`src/rtl/fp32_row_max_sub_flat_pkg.sv`:
```
// Shared FP32 constants, FSM state encoding and small helpers for the
// row-max-subtract stage that feeds the softmax exponent unit.
package fp32_row_max_sub_flat_pkg;

    localparam int unsigned FP_EXP_W = 8;
    localparam int unsigned FP_MAN_W = 23;
    localparam int          FP_BIAS  = 127;

    localparam logic [FP_EXP_W-1:0] FP_EXP_SPECIAL = '1;
    localparam logic [31:0]         FP_QNAN        = 32'h7FC0_0000;

    typedef enum logic [1:0] {
        IDLE,
        SCAN,
        SUB,
        DONE
    } state_t;

    function automatic int idx_w(input int n);
        return (n > 1) ? $clog2(n) : 1;
    endfunction

    // Unsigned key that orders sign-magnitude floats; -0 maps onto +0.
    function automatic logic [31:0] fp_order_key(input logic [31:0] v);
        if (v[30:0] == '0) return 32'h8000_0000;
        return v[31] ? ~v : {1'b1, v[30:0]};
    endfunction

endpackage

```
`src/rtl/fp32_sub_rne.sv`:
```
// Combinational binary32 subtractor y = a - b, round-to-nearest-even,
// subnormal inputs read as zero and underflowing results flushed to signed zero.
module fp32_sub_rne
    import fp32_row_max_sub_flat_pkg::*;
(
    input  logic [31:0] a,
    input  logic [31:0] b,
    output logic [31:0] y
);

    logic              sx, sy, sticky, rup, carry;
    logic [7:0]        ea, eb, ex, ey, d;
    logic [23:0]       ma, mb, mx, my, frc;
    logic [26:0]       ys, mask, n, nn;
    logic [27:0]       sum;
    logic [4:0]        lz;
    logic signed [9:0] en, ef;

    always_comb begin
        sx = 1'b0; sy = 1'b0; sticky = 1'b0; rup = 1'b0; carry = 1'b0;
        ex = '0; ey = '0; d = '0; mx = '0; my = '0; frc = '0;
        ys = '0; mask = '0; n = '0; nn = '0; sum = '0; lz = '0; en = '0; ef = '0;
        y = '0;

        ea = a[FP_MAN_W +: FP_EXP_W];
        eb = b[FP_MAN_W +: FP_EXP_W];
        ma = (ea == '0) ? '0 : {1'b1, a[FP_MAN_W-1:0]};
        mb = (eb == '0) ? '0 : {1'b1, b[FP_MAN_W-1:0]};

        // a - b is done as a + (-b); x is the larger-magnitude operand
        if ({ea, ma} >= {eb, mb}) begin
            sx = a[31];  ex = ea; mx = ma;
            sy = ~b[31]; ey = eb; my = mb;
        end else begin
            sx = ~b[31]; ex = eb; mx = mb;
            sy = a[31];  ey = ea; my = ma;
        end

        d = ex - ey;
        if (d >= 8'd27) begin
            ys     = '0;
            sticky = |my;
        end else begin
            mask   = ~(27'h7FF_FFFF << d);
            ys     = {my, 3'b000} >> d;
            sticky = |({my, 3'b000} & mask);
        end
        ys[0] = ys[0] | sticky;

        if (sx == sy) sum = {1'b0, mx, 3'b000} + {1'b0, ys};
        else          sum = {1'b0, mx, 3'b000} - {1'b0, ys};

        en = $signed({2'b00, ex});
        if (sum[27]) begin
            n  = {sum[27:2], sum[1] | sum[0]};
            en = en + 10'sd1;
        end else begin
            n = sum[26:0];
        end

        for (int unsigned i = 0; i < 27; i++) begin
            if (n[i]) lz = 5'(26 - i);
        end
        nn = n << lz;
        en = en - $signed({5'b00000, lz});

        rup   = nn[2] & (nn[1] | nn[0] | nn[3]);
        frc   = {1'b0, nn[25:3]} + 24'(rup);
        carry = frc[23];
        ef    = en + $signed({9'b0, carry});

        if (ea == FP_EXP_SPECIAL || eb == FP_EXP_SPECIAL) y = FP_QNAN;
        else if (!nn[26])                                  y = '0;
        else if (ef <= 10'sd0)                             y = {sx, 31'b0};
        else if (ef > 2 * FP_BIAS)                         y = {sx, FP_EXP_SPECIAL, 23'b0};
        else                                               y = {sx, ef[7:0], frc[22:0]};
    end

endmodule

```
`src/rtl/fp32_row_max_sub_flat.sv`:
```
// Per-row max search followed by x - rowmax for every element, so that the
// downstream exponent stage only ever sees non-positive inputs.
module fp32_row_max_sub_flat
    import fp32_row_max_sub_flat_pkg::*;
#(
    parameter int ROWS   = 4,
    parameter int COLS   = 4,
    parameter int DATA_W = 32
) (
    input  logic                            clk,
    input  logic                            rst,
    input  logic                            start,
    output logic                            busy,
    output logic                            done,
    input  logic [DATA_W*ROWS*COLS-1:0]     in_flat,
    output logic [DATA_W*ROWS*COLS-1:0]     out_flat,
    output logic [idx_w(ROWS)-1:0]          cur_r,
    output logic [idx_w(COLS)-1:0]          cur_c,
    output logic [idx_w(ROWS*COLS)-1:0]     cur_idx
);

    localparam int          RW = idx_w(ROWS);
    localparam int          CW = idx_w(COLS);
    localparam int          IW = idx_w(ROWS * COLS);
    localparam int unsigned NE = ROWS * COLS;
    localparam logic [RW-1:0] LAST_R = RW'(ROWS - 1);
    localparam logic [CW-1:0] LAST_C = CW'(COLS - 1);

    state_t        state, state_n;
    logic [RW-1:0] r;
    logic [CW-1:0] c;
    logic [IW-1:0] idx;
    logic [31:0]   run_max, elem, diff;
    logic          nan_row;
    logic [31:0]   out_mem [NE];

    always_comb begin
        idx  = IW'(int'(r) * COLS + int'(c));
        elem = in_flat[DATA_W*int'(idx) +: DATA_W];
    end

    fp32_sub_rne u_sub (
        .a (elem),
        .b (run_max),
        .y (diff)
    );

    always_ff @(posedge clk) begin
        if (rst) state <= IDLE;
        else     state <= state_n;
    end

    always_comb begin
        state_n = state;
        busy    = 1'b0;
        done    = 1'b0;
        cur_r   = r;
        cur_c   = c;
        cur_idx = idx;
        unique case (state)
            IDLE: if (start) state_n = SCAN;
            SCAN: begin
                busy = 1'b1;
                if (c == LAST_C) state_n = SUB;
            end
            SUB: begin
                busy = 1'b1;
                if (c == LAST_C) state_n = (r == LAST_R) ? DONE : SCAN;
            end
            DONE: begin
                done    = 1'b1;
                state_n = IDLE;
            end
            default: state_n = IDLE;
        endcase
    end

    always_ff @(posedge clk) begin
        if (rst) begin
            r       <= '0;
            c       <= '0;
            run_max <= '0;
            nan_row <= 1'b0;
            for (int unsigned i = 0; i < NE; i++) out_mem[i] <= '0;
        end else begin
            unique case (state)
                SCAN: begin
                    if (c == '0 || fp_order_key(elem) > fp_order_key(run_max)) run_max <= elem;
                    nan_row <= (c != '0 && nan_row) || (elem[30:23] == FP_EXP_SPECIAL);
                    c       <= (c == LAST_C) ? '0 : c + 1'b1;
                end
                SUB: begin
                    out_mem[idx] <= nan_row ? FP_QNAN : diff;
                    if (c == LAST_C) begin
                        c <= '0;
                        r <= (r == LAST_R) ? '0 : r + 1'b1;
                    end else begin
                        c <= c + 1'b1;
                    end
                end
                default: ;
            endcase
        end
    end

    for (genvar g = 0; g < NE; g++) begin : g_out
        assign out_flat[DATA_W*g +: DATA_W] = out_mem[g];
    end

endmodule

```
`config.mk`:
```
export PLATFORM = sky130hd
export DESIGN_NAME = fp32_row_max_sub_flat
export DESIGN_NICKNAME = d
export VERILOG_FILES = /design/src/rtl/fp32_row_max_sub_flat_pkg.sv /design/src/rtl/fp32_sub_rne.sv /design/src/rtl/fp32_row_max_sub_flat.sv
export SDC_FILE = /design/constraint.sdc
export NUM_CORES = 2
export LEC_CHECK = 0
export ABC_AREA = 0
export BUFFER_PORTS_ARGS = -buffer_cell sky130_fd_sc_hd__buf_2
export CAP_MARGIN = 5
export CORE_AREA = 2 2 404 406
export DETAILED_ROUTE_END_ITERATION = 10
export DIE_AREA = 0 0 406 408
export PLACE_DENSITY = 0.48
export REMOVE_ABC_BUFFERS = 1
export SLEW_MARGIN = 10
export SYNTH_ARGS = -nofsm -noshare
export SYNTH_HDL_FRONTEND = slang
export SYNTH_SLANG_ARGS = --single-unit
export TNS_END_PERCENT = 100
```
`constraint.sdc`:
```
create_clock -name clk -period 37.3 [get_ports clk]
set_input_delay 7.46 -clock clk [delete_from_list [all_inputs] [get_ports clk]]
set_output_delay 7.46 -clock clk [all_outputs]
set_load 0.005 [all_outputs]
```
Word-level counts from Yosys, hierarchy flattened --
Memory sizes are Yosys's and may differ from the RTL's. Cells that the tools add are included.
Storage, ports and cells: flip-flop bits (word level) 39, RAM bits 512, bits of input ports 515, memories 1
Operators by class: add/sub/neg operators 10, order comparisons 5, equality and inequality tests 11, shift-type cells 4, multiplexer cells 78, bitwise logic cells 10, reduce and logical (&&, ||, !) cells 18
Memory list:
- out_mem | depth 16, width 32, read ports 16, clocked after Yosys merged registers in 0, wr ports 16, line fp32_row_max_sub_flat.sv:35 | logic [31:0] out_mem [NE];
Operators by type and width (number):
- variable part select 512 x 10 -> 32 bit | 1
- two-way mux 32 bit | 14
- two-way mux 5 bit | 27
- two-way mux 24 bit | 4
- NOT 32 bit | 2
- zero test 31 bit | 2
- two-way mux 31 bit | 2
- two-way mux 27 bit | 2
- greater-or-equal comparator 32 bit | 1
- greater-than comparator 32 bit | 1
- OR reduction 32 bit | 1
- adder 27 x 27 -> 28 bit | 1
- two-way mux 28 bit | 1
- subtractor 27 x 27 -> 28 bit | 1
- AND 27 bit | 1
- NOT 27 bit | 1
- OR reduction 27 bit | 1
- << shifter 27 x 5 -> 27 bit | 1
- << shifter 27 x 8 -> 27 bit, first input constant | 1
- right shift 27 x 8 -> 27 bit | 1
- adder 23 x 1 -> 24 bit | 1
- OR reduction 24 bit | 1
- two-way mux 1 bit | 17
- == test 8 bit, second input constant | 2
- other kinds (29) | 49

Logic depth before layout (Yosys ltp) --
depth after elaboration 57, depth in mapped cells 91, depth with buffers taken out 77

By module --
Synthesis repeated with hierarchy kept, for this count alone.
Second synthesis, totals: cell total of the unflattened synthesis 3820, area, all modules 37980.2 µm²
Modules (own cells, without submodules):
- fp32_row_max_sub_flat | instances 1, cells an instance 1869, area each 25580.8 µm², seq. area each 16155.5 µm²
- fp32_sub_rne | instances 1, cells an instance 1951, area each 12399.4 µm², seq. area each 0.0 µm²

Worst setup path before layout --
No wires, ideal clock.
path type input port to flip-flop, from input in_flat[249], to memory out_mem[10][22], data pin, data arrival time 24.257 ns, setup slack 12.773 ns, stages on the path 75, buffers on the path 9, cell sequence mux4_2 mux2i_1 mux2_2 inv_1 or4_4 nor4_4 inv_2 and2_1 ha_1 a21oi_1 a21boi_0 a2111oi_0 o221a_2 nand3_1 clkbuf_1 clkbuf_1 clkbuf_1 clkbuf_1 (+39 left out) ha_1 inv_1 ha_1 inv_1 fa_1 inv_1 a21oi_1 o21bai_1 a21oi_1 o21bai_1 xor2_1 or3_1 o311a_1 clkbuf_1 and4b_1 a41oi_1 clkbuf_1 a21oi_1
RTL lines:
- start: declaration | line fp32_row_max_sub_flat.sv:15 | input logic [DATA_W*ROWS*COLS-1:0] in_flat,
- end: declaration | line fp32_row_max_sub_flat.sv:35

==> flow_metrics.tcl <==
set metrics [dict create \
    worst_path_most_repeated_cell "a21oi_1" \
    fin_worst_skew_ns 0.0408 \
    drt_iter0_markers 3436 \
    fp.dieH_um 408 \
    dieArea_um2 166000 \
    drive_gt1_share_pct 31.4 \
    ys.flop_type "edfxtp_1" \
    cp_slowest_cell "nor2_1" \
    critPathBufInv 8 \
    setup_viol 0 \
    wl_um 199000 \
    crit_type "input pin to flip-flop" \
    synthArstFlopShare_pct 0 \
    layout.nets 5411 \
    status "finished clean" \
    cts-root-buf "clkbuf_16" \
    dr_total_vias 36736 \
    min_period_ns 28.79 \
    place_hpwl_um 157000 \
    grt_max_degree 76 \
    critPathTopFamily "simple AND/OR/NAND/NOR gates" \
    r2r-end "out_mem[14][5]" \
    pre_cts_slack_ns 8.24 \
    core_um2 162000 \
    clockBufferDepth 3 \
    cts.sinks 551 \
    ys_warn_count 0 \
    setup_tns_ns 0 \
    hold_path_class "flip-flop to flip-flop" \
    synth-edff-count 512 \
    worstSkewPairLatency_ns 0.66 \
    ys_seq_elements 551 \
    antenna_found_initial 36 \
    min_period_over_period_pct 77.2 \
    cap_violations 0 \
    critical_path_required_ns 37.78 \
    ys_seq_area_share_pct 42.5 \
    rsz0062_at_grt "false" \
    numCtsBuffers 59 \
    worstPathMaxFanout 75 \
    final_cell_count_no_fill 6990 \
    syn_area_um2 38000 \
    grt_use_total_pct 22.9 \
    post-cts-setup-buffers 0 \
    hold_path.startpoint "nan_row" \
    critPathCaptureType "flip-flop" \
    htree_num_levels 2 \
    fillers 17225 \
    grt-ovfl-total 0 \
    grt_pass1_vias 34721 \
    achievable-frequency_mhz 34.7 \
    tritoncts "done" \
    die_w_um 406 \
    dr.pass1.iters 6 \
    cts_resized 0 \
    critPathArrivalTime_ns 29.27 \
    register_area_um2 16200 \
    layout_setup_ws_ns 8.51 \
    reg2reg_depth 67 \
    area_growth_pct 24.7 \
    syn_inst 3863 \
    io_pins 1037 \
    multi_input_area_um2 20300 \
    initial_core_util_pct 23.5 \
    grt_pass1_wl_um 274000 \
    dp_cells 6864 \
    viasPerCell 5.26 \
    path_clk_slew_ns 0.06 \
    wire_per_inst_um 28.4 \
    slew_headroom_pct 16.5 \
    rows 148 \
    maxSlewViolCount 0 \
    place.gp.congestion 0.948 \
    hold_end "nan_row" \
    io_buffers 1036 \
    avgSynthCellArea_um2 9.84 \
    rrSetupSlack_ns 13.61 \
    cts_hold_repair.buffers 0 \
    hold_viol_final 0 \
    drtAntennaViolNets 0 \
    critPathLaunchType "input pin" \
    worstMarginPinSlew_ns 1.25 \
    cp_slowest_stage_delay_ns 1.06 \
    holdPathStages 2 \
    drc 0 \
    timing.rr.start "cur_c[0]" \
    synth_cell_type_count 105 \
]
## metrics by stage
step	util, %	cell area (um^2)	hold slack [ns]
final	29.3	47400	0.502
after CTS	29.3	47300	0.500
after detailed placement	28.1	45500	0.489
after global routing	29.3	47400	0.544
after floorplan	-	36700	0.459
after global placement	28.1	45500	0.475
## worst max path at each step
stage                      start         endpoint  slack (ns)  cells after the start
floorplan           in_flat[249]    out_mem[0][7]        8.37                     73
global placement    in_flat[280]   out_mem[7][10]        8.75                     66
detailed placement  in_flat[280]  out_mem[15][10]        8.24                     66
CTS                 in_flat[280]   out_mem[15][7]        8.88                     66
global route        in_flat[285]   out_mem[14][5]        6.77                     66
finish              in_flat[280]   out_mem[14][5]        8.51                     66
## flip-flops by register name, indices dropped and copies added (netlist names)
name,count
cur_r,2
state,2
out_mem,512
run_max,32
nan_row,1
cur_c,2
## cells by family (layout without fill, tap and decap cells)
logic type	Yosys count	in the layout	synth area share [%]
muxes	243	243	11.4
AOI/OAI and AO/OA	828	828	15.2
DFF	551	551	42.5
xor gates and xnor gates	98	98	2.26
adders and majority gates	146	146	4.85
and+or+nand+nor	1574	1574	19.2
buffers and inverters	423	1358	4.63
other	0	17	0
## placed cells by master (no fill, tap or decap), types with 26 or more instances in the layout
| master | Yosys | final |
|---|---|---|
| inv_1 | 118 | 118 |
| a211oi_1 | 32 | 31 |
| nor2_1 | 681 | 679 |
| nand3_1 | 122 | 120 |
| dfxtp_1 | 39 | 34 |
| a21oi_1 | 203 | 191 |
| nand4_1 | 41 | 41 |
| nor3_1 | 159 | 158 |
| ha_1 | 144 | 144 |
| o211ai_1 | 34 | 34 |
| clkbuf_16 | 0 | 60 |
| mux4_2 | 150 | 150 |
| xnor2_1 | 56 | 51 |
| and3_1 | 26 | 26 |
| xor2_1 | 42 | 39 |
| o21ai_0 | 138 | 138 |
| edfxtp_1 | 512 | 512 |
| mux2i_1 | 70 | 70 |
| a21o_1 | 48 | 48 |
| buf_4 | 8 | 83 |
| buf_2 | 53 | 1036 |
| nand2b_1 | 46 | 32 |
| nand2_1 | 295 | 295 |
| or3_1 | 48 | 48 |
## Yosys cell counts, drive strengths merged (10+ instances only)
cell type	instances	area share, %
nor2	684	6.8
edfxtp	512	40
nand2	296	2.9
a21oi	215	3.0
clkbuf	203	2.0
nor3	162	2.2
mux4	150	8.9
o21ai	148	1.9
ha	144	4.7
inv	125	1.2
nand3	123	1.6
buf	90	1.3
mux2i	70	1.8
xnor2	56	1.3
a21o	48	0.95
or3	48	0.79
nand2b	46	0.76
xor2	42	0.97
nand4	41	0.67
dfxtp	39	2.1
o211ai	35	0.70
a211oi	34	0.70
nor4	31	0.68
and3	26	0.43
o22ai	25	0.41
o41ai	24	0.71
mux2	23	0.68
o21bai	23	0.46
and2	21	0.35
a22oi	20	0.40
or2	20	0.33
a31oi	19	0.31
a211o	18	0.41
nor2b	17	0.28
o221ai	17	0.39
o21a	16	0.32
or4	16	0.35
and4	15	0.35
o31ai	15	0.31
a22o	14	0.32
o211a	13	0.34
a221oi	12	0.31
o31a	11	0.25
o32ai	10	0.23
## per-layer routing
metal / routed length [um] / part of all wire (%) / up-vias / GRT usage, %
met1: 82200 / 41 / 18519 / 29.5
li1: - / - / 16265 / -
met2: 96400 / 49 / 1698 / 39.0
met3: 12200 / 6.1 / 250 / 2.75
met4: 7930 / 4.0 / 4 / 8.44
met5: 33 / 0.017 / - / 0
## layout make-up
cell class / instances / share of cell area, %
inverters: 130 / 1.03
repair buffers: 1119 / 12.3
diodes: 17 / 0.0898
clock buffers: 71 / 3.26
flip-flops and latches: 551 / 34.1
multi-input cells: 2889 / 42.9
well taps: 2175 / 5.74
clock inverters: 38 / 0.626
## tightest hold or removal path, delay by kind of cell (launching register included)
kind               cells  cell delay, ns
and+or+nand+nor        1            0.08
DFF                    1            0.32
AOI/OAI and AO/OA      1            0.06
Power is not shown: default switching activity piles up to over one toggle a cycle in this logic, so the estimate is an artifact.
